## config.mk

```make
export PLATFORM = sky130hd
export DESIGN_NAME = spi_bus_arbiter
export DESIGN_NICKNAME = d
export VERILOG_FILES = /design/src/rtl/spi_bus_arbiter.sv
export SDC_FILE = /design/constraint.sdc
export NUM_CORES = 1
export LEC_CHECK = 0
export CAP_MARGIN = 20
export CORE_ASPECT_RATIO = 0.7
export CORE_UTILIZATION = 45
export CTS_CLUSTER_DIAMETER = 60
export CTS_CLUSTER_SIZE = 25
export DETAILED_ROUTE_END_ITERATION = 6
export PLACE_DENSITY = 0.72
export SYNTH_ARGS = -nofsm -noshare
export SYNTH_HDL_FRONTEND = slang
export SYNTH_SLANG_ARGS = --single-unit
```

## constraint.sdc

```tcl
create_clock -name clk_i -period 5.3 [get_ports clk_i]
set_clock_uncertainty 0.15 [all_clocks]
set_input_delay 0.795 -clock clk_i [delete_from_list [all_inputs] [get_ports clk_i]]
set_output_delay 0.795 -clock clk_i [all_outputs]
set_load 0.005 [all_outputs]
```

## src/rtl/spi_bus_arbiter.sv

```systemverilog
// Round-robin owner of the shared SPI bus: drives one-hot active-low selects,
// enforces select setup/hold/gap timing and runs the mode-0 byte shift engine.
module spi_bus_arbiter #(
    parameter int NUM_REQ  = 5,
    parameter int CLK_DIV  = 2,
    parameter int SS_SETUP = 2,
    parameter int SS_HOLD  = 2,
    parameter int SS_GAP   = 1
) (
    input  logic                   clk_i,
    input  logic                   rst_ni,
    input  logic [NUM_REQ-1:0]     req_i,
    output logic [NUM_REQ-1:0]     grant_o,
    input  logic [8*NUM_REQ-1:0]   tx_data_i,
    input  logic [NUM_REQ-1:0]     wr_i,
    output logic                   ready_o,
    output logic [7:0]             rx_data_o,
    output logic                   rx_valid_o,
    output logic [NUM_REQ-1:0]     ss_n_o,
    output logic                   sck_o,
    output logic                   mosi_o,
    input  logic                   miso_i,
    output logic [2:0]             dbg_state_o
);

    localparam int IDX_W   = $clog2(NUM_REQ);
    localparam int CNT_MAX = (SS_SETUP > SS_HOLD)
                           ? ((SS_SETUP > SS_GAP) ? SS_SETUP : SS_GAP)
                           : ((SS_HOLD > SS_GAP) ? SS_HOLD : SS_GAP);
    localparam int CNT_W   = $clog2(CNT_MAX + 1);
    localparam int DIV_W   = $clog2(CLK_DIV + 1);

    typedef enum logic [2:0] {
        S_IDLE  = 3'd0,
        S_SETUP = 3'd1,
        S_OWN   = 3'd2,
        S_SHIFT = 3'd3,
        S_HOLD  = 3'd4,
        S_GAP   = 3'd5
    } state_t;

    state_t             r_state;
    state_t             w_state_nxt;
    logic [IDX_W-1:0]   r_winner;
    logic [IDX_W-1:0]   r_rr;
    logic [CNT_W-1:0]   r_cnt;
    logic [DIV_W-1:0]   r_div;
    logic [3:0]         r_edge;
    logic               r_sck;
    logic               r_mosi;
    logic [7:0]         r_tx;
    logic [7:0]         r_rx;
    logic [7:0]         r_rx_data;
    logic               r_rx_valid;

    logic [IDX_W-1:0]   w_pick;
    logic [IDX_W-1:0]   w_scan;
    logic [NUM_REQ-1:0] w_onehot;
    logic [7:0]         w_own_byte;
    logic               w_own_req;
    logic               w_accept;
    logic               w_tick;
    logic               w_last;

    // Handshake: wr_i[owner] is a one-cycle start strobe honoured only while
    // ready_o is high; ready_o falls the next cycle and rises again together
    // with rx_valid_o when the byte completes, so a strobe in that same cycle
    // starts the next byte with no dead SCK period.
    assign w_onehot   = NUM_REQ'(1) << r_winner;
    assign w_own_byte = tx_data_i[{r_winner, 3'b000} +: 8];
    assign w_own_req  = req_i[r_winner];
    assign w_accept   = (r_state == S_OWN) && wr_i[r_winner];
    assign w_tick     = (r_state == S_SHIFT) && (r_div == DIV_W'(CLK_DIV - 1));
    assign w_last     = w_tick && (r_edge == 4'd15);

    // Scan downward so the nearest index after the last owner is written last.
    always_comb begin
        w_pick = r_rr;
        w_scan = '0;
        for (int i = NUM_REQ; i >= 1; i--) begin
            w_scan = IDX_W'((int'(r_rr) + i) % NUM_REQ);
            if (req_i[w_scan]) begin
                w_pick = w_scan;
            end
        end
    end

    always_ff @(posedge clk_i or negedge rst_ni) begin
        if (!rst_ni) begin
            r_state <= S_IDLE;
        end else begin
            r_state <= w_state_nxt;
        end
    end

    always_comb begin
        w_state_nxt = r_state;
        case (r_state)
            S_IDLE: begin
                if (|req_i) w_state_nxt = S_SETUP;
            end
            S_SETUP: begin
                if (!w_own_req) w_state_nxt = S_HOLD;
                else if (r_cnt == CNT_W'(SS_SETUP - 1)) w_state_nxt = S_OWN;
            end
            S_OWN: begin
                if (wr_i[r_winner]) w_state_nxt = S_SHIFT;
                else if (!w_own_req) w_state_nxt = S_HOLD;
            end
            S_SHIFT: begin
                if (w_last) w_state_nxt = w_own_req ? S_OWN : S_HOLD;
            end
            S_HOLD: begin
                if (r_cnt == CNT_W'(SS_HOLD - 1)) w_state_nxt = S_GAP;
            end
            S_GAP: begin
                if (r_cnt == CNT_W'(SS_GAP - 1)) w_state_nxt = S_IDLE;
            end
            default: w_state_nxt = S_IDLE;
        endcase
    end

    always_ff @(posedge clk_i or negedge rst_ni) begin
        if (!rst_ni) begin
            r_cnt    <= '0;
            r_winner <= '0;
            r_rr     <= '0;
        end else begin
            if (w_state_nxt != r_state) begin
                r_cnt <= '0;
            end else if (r_state == S_SETUP || r_state == S_HOLD || r_state == S_GAP) begin
                r_cnt <= r_cnt + 1'b1;
            end else begin
                r_cnt <= '0;
            end
            if (r_state == S_IDLE && (|req_i)) begin
                r_winner <= w_pick;
            end
            if (r_state == S_HOLD && w_state_nxt == S_GAP) begin
                r_rr <= r_winner;
            end
        end
    end

    // Even edge counts are rising SCK edges (sample MISO), odd are falling (advance MOSI).
    always_ff @(posedge clk_i or negedge rst_ni) begin
        if (!rst_ni) begin
            r_div      <= '0;
            r_edge     <= '0;
            r_sck      <= 1'b0;
            r_mosi     <= 1'b0;
            r_tx       <= '0;
            r_rx       <= '0;
            r_rx_data  <= '0;
            r_rx_valid <= 1'b0;
        end else begin
            r_rx_valid <= 1'b0;
            if (w_accept) begin
                r_tx   <= w_own_byte;
                r_mosi <= w_own_byte[7];
                r_div  <= '0;
                r_edge <= '0;
                r_sck  <= 1'b0;
            end else if (r_state == S_SHIFT) begin
                if (w_tick) begin
                    r_div  <= '0;
                    r_edge <= r_edge + 4'd1;
                    r_sck  <= ~r_sck;
                    if (!r_edge[0]) begin
                        r_rx <= {r_rx[6:0], miso_i};
                    end else begin
                        r_tx   <= {r_tx[6:0], 1'b0};
                        r_mosi <= r_tx[6];
                    end
                    if (w_last) begin
                        r_rx_data  <= r_rx;
                        r_rx_valid <= 1'b1;
                    end
                end else begin
                    r_div <= r_div + 1'b1;
                end
            end
        end
    end

    assign ready_o     = (r_state == S_OWN);
    assign grant_o     = (r_state == S_OWN || r_state == S_SHIFT) ? w_onehot : '0;
    assign ss_n_o      = (r_state == S_SETUP || r_state == S_OWN ||
                          r_state == S_SHIFT || r_state == S_HOLD) ? ~w_onehot : '1;
    assign sck_o       = r_sck;
    assign mosi_o      = r_mosi;
    assign rx_data_o   = r_rx_data;
    assign rx_valid_o  = r_rx_valid;
    assign dbg_state_o = r_state;

endmodule

```

### Word-level counts from Yosys, hierarchy flattened

Cells that the tools add are included.

* flip-flop bits (word level): 43
* input port bits: 53
* output and inout port bits: 25
* logic and storage cells: 122

* equality and inequality tests: 10
* order comparisons: 6
* add/sub/neg operators: 8
* shifts and indexed selects: 2
* bitwise logic cells: 4
* reduce and logical (&&, ||, !) cells: 21
* divide/modulo/power cells: 5
* muxes and demuxes: 54

Operators with widths (number)
* 32-bit by 4-bit modulo with 32-bit output (second input constant): 5
* 3-bit two-way mux: 14
* 40-bit by 7-bit variable part select with 8-bit output: 1
* 7-bit two-way mux: 4
* 3-bit by 4-bit < comparator with 1-bit output (second input constant): 6
* 1-bit binary-select mux with 3-bit select: 7
* 1-bit two-way mux: 18
* 3-bit one-hot mux with 6 select lines: 1
* 4-bit two-way mux: 3
* 2-bit two-way mux: 5
* 5-bit two-way mux: 2
* 3-bit equality test (second input constant): 3
* 3-bit by 2-bit adder with 4-bit output (second input constant): 2
* 3-bit by 3-bit adder with 4-bit output (second input constant): 2
* 4-bit AND reduction: 2
* 3-bit by 2-bit equality test with 1-bit output (second input constant): 2
* 1-bit logical OR: 6
* 2-bit nonzero test: 3
* 1-bit logical AND: 5
* 5-bit inverter: 1
* 5-bit OR reduction: 1
* 1-bit by 3-bit left shift with 5-bit output (first input constant): 1
* 2-bit by 1-bit adder with 2-bit output (second input constant): 2
* 3-bit by 1-bit adder with 4-bit output (second input constant): 1
* other kinds (10): 13

### Logic depth before layout (Yosys ltp)

Gate-level depths: netlist of the first run.

* word-level depth: 9
* gate-level depth with buffers: 20
* depth with buffers taken out: 15

### Worst setup path after synthesis of the first run

No wires, ideal clock.

* kind: register to register
* start: register r_rr[0]
* end: register r_winner[0]
* buffers on the path: 6
* cell stages (with the launch flop): 20
* library setup time: 0.132 ns
* period minus slack after synthesis: 4.430 ns
* path slack: 0.870 ns
* data arrival time: 4.147 ns
* cell sequence: dfrtp_1 > buf_2 > buf_2 > clkbuf_1 > inv_1 > ha_1 > buf_2 > buf_2 > inv_1 > ha_1 > inv_1 > ha_1 > a211o_1 > a21o_1 > a32o_1 > or4_1 > buf_2 > a21o_1 > o31ai_1 > o31ai_1

* word-level cells in the longest chain between the ends: 9

Ends and longest elaborated chain
* start, declared: RTL line 45 `logic [IDX_W-1:0] r_rr;`
* start signal, assigned: RTL line 140 `r_rr <= r_winner;`
* 3-bit by 3-bit adder with 4-bit output: RTL line 81 `w_scan = IDX_W'((int'(r_rr) + i) % NUM_REQ);`
* 32-bit by 4-bit modulo with 32-bit output: RTL line 81
* 1-bit binary-select mux with 3-bit select: RTL line 82 `if (req_i[w_scan]) begin`
* 1-bit two-way mux (not written as such): RTL line 82
* 3-bit two-way mux (4 in a row): RTL line 82
* 3-bit two-way mux (*): RTL line 82
* end signal, assigned: RTL line 137 `r_winner <= w_pick;`
* end, declared: RTL line 44 `logic [IDX_W-1:0] r_winner;`

Every way passes the cells marked *; elsewhere a longest branch is shown, timed or not. The select of a mux whose other input is x is not followed.
A chain may end at the register's enable or synchronous reset.

### Worst setup path in the final report of the first run

* start: register r_rr[1]
* end: register r_winner[1]

Same word-level chain as after synthesis.

==> results.json, run 1 <==
{
  "root_buffer": "clkbuf_16",
  "max_slew_margin_pct": 34.2,
  "pwr-share-clk_pct": 11.9,
  "synth_flop_cell": "dfrtp_1",
  "wl_per_cell_um": 16.7,
  "synth-simple-area-share_pct": 22.6,
  "finalMaxSlewViolations": 0,
  "yosysTopAreaCellShare_pct": 26.5,
  "diodes": 0,
  "crit_path_end_kind": "flip-flop",
  "ctsResizeCount": 0,
  "synth_top_family_by_area": "compound AO/OA/AOI/OAI gates",
  "synth_compound_area_share_pct": 23.1,
  "num-fill-cells": 763,
  "cts.path.max_buffers": 2,
  "cp.arrival_ps": 4440,
  "power_frac_seq_pct": 17.1,
  "nNetsFinal": 620,
  "finalSetupViolCount": 0,
  "ant_nets": 0,
  "cp.required_ps": 5310,
  "p_sw_w": 0.00145,
  "synth.avg_cell_area_um2": 8.44,
  "start_util_pct": 47.2,
  "die_h_um": 81.5,
  "antenna_found_initial": 0,
  "ys_ff_latch": 43,
  "vias": 3940,
  "power.internal_w": 0.00153,
  "finalInstanceArea_um2": 5050,
  "synth_nets": 560,
  "fp.dieArea_um2": 9430,
  "cts_tree": "yes",
  "finalSetupTns_ps": 0,
  "area_growth_syn_to_layout_pct": 24.3,
  "rows": 28,
  "numCtsBuffers": 5,
  "clock-sinks": 43,
  "power_leakage_nw": 2.08,
  "synth_area_leaders": "dfrtp_1, ha_1, mux4_2",
  "grt_pass1_vias": 3638,
  "hold_viol_final": 0,
  "comb_power_share_pct": 71.0,
  "synth_area_um2": 4070,
  "pre_cts_slack_ps": 904,
  "postCtsSetupBuffers": 0,
  "layout-drive-gt1-share_pct": 10.3,
  "postCtsHoldBufs": 0,
  "drc_errors": 0,
  "ios": 78,
  "multi_input_area_um2": 2750,
  "synthArstFlopShare_pct": 100,
  "die_x_um": 116,
  "gp_congestion": 0.888,
  "synthAdderAreaFrac_pct": 7.69,
  "grt_setup_unrepaired": "no",
  "gr-total-overflow": 0,
  "busiest_layer": "met2",
  "grt_pass1_wl_mm": 17.7,
  "worst_pin_slew_ps": 962,
  "whs_ps": 323,
  "track_usage_pct": 23.8,
  "cellPowerDensity_nw_per_um2": 589,
  "synth-warning-count": 0,
  "dr.first_iter.drc_count": 347,
  "cp-start-kind": "flip-flop",
  "max_freq_ghz": 0.226,
  "hp-class": "flip-flop to flip-flop",
  "grt_start_max_net_pins": 44,
  "yosysMostFrequentCell": "nand2_1",
  "dpl_cell_area_um2": 4880,
  "synth_cell_types": 78,
  "clock_latency_ps": 280,
  "cp_max_fo": 13,
  "muxShareOfSynthArea_pct": 11.3,
  "period_needed_ps": 4430,
  "htreeDepth": 2,
  "peakVddDrop_mv": 0.249,
  "via_per_inst": 5.94,
  "period_share_pct": 83.6,
  "ys_seq_area_share_pct": 26.5,
  "synth_edf_count": 0,
  "worstSetupPathType": "flip-flop to flip-flop",
  "coreArea_um2": 8620,
  "use_met2_pct": 36.9,
  "dpl.hpwl_mm": 8.49,
  "ys_top_cells_by_count": "nand2_1, nor2_1, dfrtp_1",
  "fin_ws_ps": 870,
  "status": "completed",
  "use_met1_pct": 35.5,
  "sw_frac_of_total_pct": 48.6,
  "drtPass1Iterations": 6,
  "yosysTopAreaCell": "dfrtp_1",
  "grt.met3_usage_pct": 3.54,
  "cap_violations": 0,
  "port_buffers": 77,
  "clkTransAtPathRegs_ps": 60,
  "layout.area.seq_um2": 1080,
  "wirelength_mm": 11.1,
  "synthesis.instances": 482,
  "synth_xor_area_share_pct": 2.83
}
-- logic make-up after synthesis --
family / count (synthesis)
compound gates: 128
mux: 33
buf+inv: 58
flops: 43
simple gates: 184
xor+xnor: 11
fa+ha+maj: 25
-- worst paths after layout --
| kind | from | cells after the start | to | slack (ps) |
|---|---|---|---|---|
| worst max-delay path | r_rr[1] | 15 | r_winner[1] | 870 |
| worst min-delay path | rx_data_o[7] | 2 | rx_data_o[7] | 320 |
| worst max register to register | r_rr[1] | 15 | r_winner[1] | 870 |
| worst min register to register | rx_data_o[7] | 2 | rx_data_o[7] | 320 |
| max in group asynchronous | rst_ni | 1 | r_edge[3] | 3890 |
| min in group asynchronous | rst_ni | 1 | r_tx[5] | 510 |
-- metrics by stage --
step / std cells / power (W) / utilization (%)
after floorplan: 482 / 0.00209 / -
after global placement: 655 / 0.00253 / 56.7
after detailed placement: 655 / 0.00258 / 56.7
after CTS: 663 / 0.00294 / 58.7
after global routing: 663 / 0.00323 / 58.7
final: 663 / 0.00298 / 58.7
-- registers in the layout, summed over array words and instances, names as in the netlist, 2 cells and up --
name         cells
r_cnt            2
r_winner         3
r_rx             8
r_edge           4
r_div            2
r_rr             3
dbg_state_o      3
rx_data_o        8
r_tx             7
-- power by group through the flow --
stage	combinational [W]	sequential, W	clock (W)
global route	0.00234	0.000522	0.000369
global placement	0.00202	0.000506	0
floorplan	0.00164	0.000459	0
CTS	0.00208	0.000506	0.000360
finish	0.00211	0.000508	0.000353
detailed placement	0.00207	0.000511	0
-- critical path: stages, from the launching register on --
cell and delay, ps:
dfrtp_1 590, ha_1 490, xor2_4 300, ha_1 280, nor2_1 80, a211o_2 360
and2_1 200, ha_1 200, inv_1 90, nor2_1 60, a221oi_1 400, nor3_1 150
or2_2 320, a311o_1 380, a32oi_1 190, o21ai_0 90
-- area by class of cell --
class                      instances  area share (%)
timing repair buffer              81            15.7
sequential                        43            21.3
multi-input combinational        381            54.3
inverter                          30            2.28
clock buffer                       5            2.48
tap                              120            2.97
clock inverter                     3           0.916
-- per-layer routing --
layer	share of wire [%]	vias up	wire, um
met5	0	-	0
met4	0.60	0	67
met3	6.2	9	687
met2	44	130	4860
met1	49	1896	5460
li1	-	1905	-
-- layout by cell type, fill, tap and decap left out, types with 8 or more instances in the layout --
cell type	count
a211oi_1	10
a21oi_1	26
a221oi_1	14
clkdlybuf4s50_1	76
dfrtp_1	43
ha_1	25
inv_1	26
mux2_2	13
mux2i_1	11
mux4_2	9
nand2_1	51
nand2b_1	12
nand3_1	10
nor2_1	48
nor3_1	17
o21ai_0	17
xnor2_1	8
No activity file was read; power rests on OpenSTA's default activity.
==> run 2: changes to the inputs <==
==> constraint.sdc (replaced) <==
create_clock -name clk_i -period 4.5 [get_ports clk_i]
set_clock_uncertainty 0.15 [all_clocks]
set_input_delay 0.675 -clock clk_i [delete_from_list [all_inputs] [get_ports clk_i]]
set_output_delay 0.675 -clock clk_i [all_outputs]
set_load 0.005 [all_outputs]
==> results.json, run 2 (synthesized netlist as in run 1, its figures left out) <==
{
  "critPathMaxStageDelay_ps": 500,
  "finalNonFillerCells": 671,
  "drc_errors": 0,
  "clkTransAtPathRegs_ps": 60,
  "antenna_found_initial": 0,
  "grt_start_max_net_pins": 44,
  "grt_setup_unrepaired": "no",
  "sw_frac_of_total_pct": 48.8,
  "cap_violations": 0,
  "cts_tree": "yes",
  "power.internal_w": 0.00184,
  "numCtsBuffers": 5,
  "worstSetupPathType": "flip-flop to flip-flop",
  "htreeDepth": 2,
  "layout-drive-gt1-share_pct": 12.0,
  "final_cell_mix": "clkdlybuf4s50_1, nand2_1, nor2_1, dfrtp_1",
  "comb_power_share_pct": 70.8,
  "finalSetupViolCount": 0,
  "dpl.hpwl_mm": 8.85,
  "gp_congestion": 0.882,
  "area_growth_syn_to_layout_pct": 26.2,
  "wl_per_cell_um": 17.4,
  "crit_path_end_kind": "flip-flop",
  "cp_slowest_cell": "dfrtp_2",
  "pwr-share-clk_pct": 11.7,
  "rows": 28,
  "track_usage_pct": 24.8,
  "dp.cells": 662,
  "num-fill-cells": 773,
  "start_util_pct": 47.2,
  "cp.required_ps": 4520,
  "drtPass1Iterations": 5,
  "hp-class": "primary input to asynchronous set/reset pin",
  "die_h_um": 81.5,
  "path_buf_inv": 4,
  "ant_nets": 0,
  "cp.arrival_ps": 4150,
  "clock-sinks": 43,
  "cellPowerDensity_nw_per_um2": 699,
  "wirelength_mm": 11.6,
  "via_per_inst": 5.97,
  "status": "completed",
  "cp-start-kind": "flip-flop",
  "port_buffers": 77,
  "final_common_cell": "clkdlybuf4s50_1",
  "hold_viol_final": 0,
  "grt_pass1_vias": 3723,
  "gr-total-overflow": 0,
  "max_slew_margin_pct": 31.9,
  "finalMaxSlewViolations": 0,
  "die_x_um": 116,
  "dr.first_iter.drc_count": 449,
  "grt_pass1_wl_mm": 18.2,
  "coreArea_um2": 8620,
  "period_share_pct": 91.8,
  "cpLargestDelayFamily": "compound AO/OA/AOI/OAI gates",
  "ios": 78,
  "worst_pin_slew_ps": 996,
  "power_frac_seq_pct": 17.4,
  "root_buffer": "clkbuf_16",
  "max_freq_ghz": 0.242,
  "cts.path.max_buffers": 2,
  "crit_path_cell_trace": "inv_1 -> ha_1 -> buf_4 -> inv_1 -> ha_1 -> inv_1 -> ha_1 -> nand2b_1 -> o211ai_1 -> a221o_1 -> o211ai_1 -> or2_2 -> a311o_1 -> a32oi_1 -> o21ai_0",
  "p_sw_w": 0.00175,
  "fp.dieArea_um2": 9430,
  "nNetsFinal": 628,
  "cp_max_fo": 24,
  "period_needed_ps": 4130,
  "clock_latency_ps": 290,
  "diodes": 0,
  "power_leakage_nw": 2.13,
  "peakVddDrop_mv": 0.287,
  "vias": 4004,
  "finalSetupTns_ps": 0
}
==> run 2: stage by stage <==
| step | hold slack, ps | util, % | setup WS [ps] | cell area [um^2] | power (W) |
|---|---|---|---|---|---|
| 4_1_cts | 318 | 59.3 | 176 | 5110 | 0.00354 |
| 6_report | 49.8 | 59.5 | 370 | 5130 | 0.00359 |
| 3_3_place_gp | 296 | 57.3 | 389 | 4940 | 0.00301 |
| 2_1_floorplan | 229 | - | 70.4 | 4070 | 0.00247 |
| 3_5_place_dp | 307 | 57.3 | 210 | 4940 | 0.00311 |
| 5_1_grt | 44.1 | 59.5 | 158 | 5130 | 0.00386 |
==> run 2: timing repair <==
action / CTS / global route
setup buffers: 0 / 0
hold buffers: 0 / 0
gates resized for setup: 0 / 2
endpoints found under the setup margin: 0 / 3
==> run 2: area by class of cell <==
| class | count | area [um^2] | area share, % |
|---|---|---|---|
| multi-input cells | 381 | 2750 | 53.5 |
| repair buffers | 89 | 868 | 16.9 |
| clock buffers | 5 | 125 | 2.44 |
| inverters | 30 | 115 | 2.24 |
| well taps | 120 | 150 | 2.93 |
| clock inverters | 3 | 47.5 | 0.927 |
| flip-flops and latches | 43 | 1080 | 21.0 |
==> run 2: worst reg2reg max path, cell delays in order, from the launching register on <==
cell,delay [ps]
dfrtp_2,500
inv_1,190
ha_1,350
buf_4,270
inv_1,110
ha_1,220
inv_1,70
ha_1,230
nand2b_1,160
o211ai_1,300
a221o_1,280
o211ai_1,170
or2_2,310
a311o_1,390
a32oi_1,230
o21ai_0,100
==> run 2: layer usage <==
| layer | GRT usage, % | routed length, um | share of wire, % | vias up |
|---|---|---|---|---|
| li1 | - | - | - | 1921 |
| met1 | 35.4 | 5470 | 47 | 1916 |
| met2 | 38.0 | 5240 | 45 | 151 |
| met3 | 5.61 | 843 | 7.2 | 16 |
| met4 | 5.77 | 95 | 0.82 | 0 |
| met5 | 0 | 0 | 0 | - |
==> run 2: power by group through the flow <==
stage,Combinational (W),Sequential (W),Clock [W]
4_1_cts,0.00249,0.000625,0.000432
3_5_place_dp,0.00248,0.000631,0
6_report,0.00254,0.000626,0.000421
3_3_place_gp,0.00238,0.000627,0
2_1_floorplan,0.00193,0.000540,0
5_1_grt,0.00277,0.000642,0.000450
==> run 2: path summary, 6_finish.rpt <==
kind | slack [ps] | depth (start not counted) | start | end
min reg2reg | 320 | 1 | r_cnt[0] | r_cnt[0]
max | 370 | 15 | r_rr[1] | r_winner[1]
min | 50 | 1 | rst_ni | r_tx[2]
min in group clk_i | 320 | 1 | r_cnt[0] | r_cnt[0]
max in group asynchronous | 3720 | 2 | rst_ni | r_cnt[0]
max reg2reg | 370 | 15 | r_rr[1] | r_winner[1]
==> run 3: changes to the inputs <==
--- a/config.mk
+++ b/config.mk
@@ -5,13 +5,12 @@
 export SDC_FILE = /design/constraint.sdc
 export NUM_CORES = 1
 export LEC_CHECK = 0
-export CAP_MARGIN = 20
 export CORE_ASPECT_RATIO = 0.7
 export CORE_UTILIZATION = 45
 export CTS_CLUSTER_DIAMETER = 60
 export CTS_CLUSTER_SIZE = 25
 export DETAILED_ROUTE_END_ITERATION = 6
-export PLACE_DENSITY = 0.72
+export PLACE_DENSITY = 0.75
 export SYNTH_ARGS = -nofsm -noshare
 export SYNTH_HDL_FRONTEND = slang
 export SYNTH_SLANG_ARGS = --single-unit
==> constraint.sdc (replaced) <==
create_clock -name clk_i -period 3.4 [get_ports clk_i]
set_clock_uncertainty 0.15 [all_clocks]
set_input_delay 0.51 -clock clk_i [delete_from_list [all_inputs] [get_ports clk_i]]
set_output_delay 0.51 -clock clk_i [all_outputs]
set_load 0.005 [all_outputs]
==> results.json, run 3 (synthesized netlist as in run 1, its figures left out) <==
{
  "status": "complete, but fails checks",
  "violations": "setup timing",
  "rows": 28,
  "clock_latency_ps": 290,
  "cap_violations": 0,
  "dp.cells": 707,
  "peakVddDrop_mv": 0.464,
  "vias": 4341,
  "finalNonFillerCells": 734,
  "layout.area.seq_um2": 1080,
  "r2r_slack_ps": -110,
  "final_cell_mix": "clkdlybuf4s50_1, buf_4, nand2_1, nor2_1, dfrtp_1",
  "regToRegStartpoint": "r_rr[0]",
  "dpl_cell_area_um2": 5400,
  "fin_ws_ps": -111,
  "root_buffer": "clkbuf_16",
  "finalSetupViolCount": 1,
  "p_total_w": 0.00589,
  "dpl.hpwl_mm": 9.81,
  "cp-start-kind": "flip-flop",
  "num-fill-cells": 725,
  "start_util_pct": 47.2,
  "hold_viol_final": 0,
  "wirelength_mm": 12.9,
  "cts_tree": "yes",
  "ant_nets": 0,
  "power_leakage_nw": 2.47,
  "grt_pass1_wl_mm": 20.1,
  "area_growth_syn_to_layout_pct": 43.9,
  "clkTransAtPathRegs_ps": 70,
  "wl_per_cell_um": 17.6,
  "period_needed_ps": 3510,
  "gp_congestion": 1.01,
  "postCtsHoldBufs": 0,
  "cpLargestDelayFamily": "compound AO/OA/AOI/OAI gates",
  "numCtsBuffers": 5,
  "worst_pin_slew_ps": 994,
  "hp-class": "primary input to asynchronous set/reset pin",
  "crit_path_end_kind": "flip-flop",
  "period_share_pct": 103,
  "htreeDepth": 2,
  "gr-total-overflow": 0,
  "antenna_found_initial": 0,
  "pre_cts_slack_ps": -188,
  "ios": 78,
  "diodes": 0,
  "track_usage_pct": 27.6,
  "cp_max_fo": 4,
  "nNetsFinal": 691,
  "finalMaxSlewViolations": 0,
  "cp.arrival_ps": 3540,
  "port_buffers": 77,
  "cts.path.max_buffers": 2,
  "max_slew_margin_pct": 33.7,
  "drtPass1Iterations": 7,
  "die_h_um": 81.5,
  "critPathMaxStageDelay_ps": 460,
  "reg2reg_to": "r_winner[1]",
  "coreArea_um2": 8620,
  "max_freq_ghz": 0.285,
  "finalInstanceArea_um2": 5850,
  "multi_input_area_um2": 2970,
  "via_per_inst": 5.91,
  "grt_pass1_vias": 4083,
  "worstSetupPathType": "flip-flop to flip-flop",
  "crit_path_cell_trace": "ha_4 -> xor2_4 -> ha_4 -> nor2_2 -> a211o_2 -> and2_4 -> ha_4 -> inv_4 -> nor2_4 -> a221o_1 -> o211ai_1 -> nor4_2 -> a311o_1 -> a32oi_1 -> o21ai_1",
  "grt_setup_unrepaired": "yes",
  "cp_slowest_cell": "dfrtp_2",
  "cp.required_ps": 3430,
  "drc_errors": 0,
  "fp.dieArea_um2": 9430,
  "layout-drive-gt1-share_pct": 27.2,
  "clock-sinks": 43,
  "path_buf_inv": 1,
  "post-route-util_pct": 67.9,
  "die_x_um": 116,
  "grt_start_max_net_pins": 44,
  "reg2reg_depth": 15,
  "crit_top_cell": "ha_4",
  "final_common_cell": "clkdlybuf4s50_1",
  "dr.first_iter.drc_count": 534,
  "cellPowerDensity_nw_per_um2": 1010
}
run 3: report_power, final:
group          internal (W)  leakage [nW]  switching, W
registers          0.000633         0.534      0.000181
logic               0.00220          1.85       0.00231
clock network      0.000351        0.0844      0.000223
run 3: area by class of cell:
type                       count  area share, %
multi-input combinational    381           50.8
inverter                      30           2.25
tap                          120           2.57
sequential                    43           18.5
clock inverter                 3          0.812
timing repair buffer         152           23.0
clock buffer                   5           2.14
run 3: worst max-delay path by stage:
stage          depth (start not counted)     from           to  slack [ps]
2_1_floorplan                         19  r_rr[0]  r_winner[0]        -230
3_3_place_gp                          14  r_rr[0]  r_winner[0]          10
3_5_place_dp                          15  r_rr[0]  r_winner[1]        -190
4_1_cts                               15  r_rr[0]  r_winner[1]         -60
5_1_grt                               13  r_rr[1]  r_winner[1]        -200
6_report                              15  r_rr[0]  r_winner[1]        -110
run 3: repair_timing:
item,in CTS,in global routing
endpoints found under the setup margin,3,3
gates resized for setup,15,18
buffers inserted,12,7
pin swaps,14,16
run 3: per-layer routing:
metal  share of wire, %  up-vias  track usage [%]
li1                   -     2052                -
met1                 45     2128             38.4
met2                 47      143             44.5
met3                6.4       18             5.83
met4                1.1        0             5.77
met5                  0        -                0
run 3: stage by stage:
step	setup TNS [ps]	hold WS, ps
final	-111	225
after floorplan	-608	64.4
after global placement	0	296
after CTS	-62.3	267
after global routing	-461	321
after detailed placement	-513	307
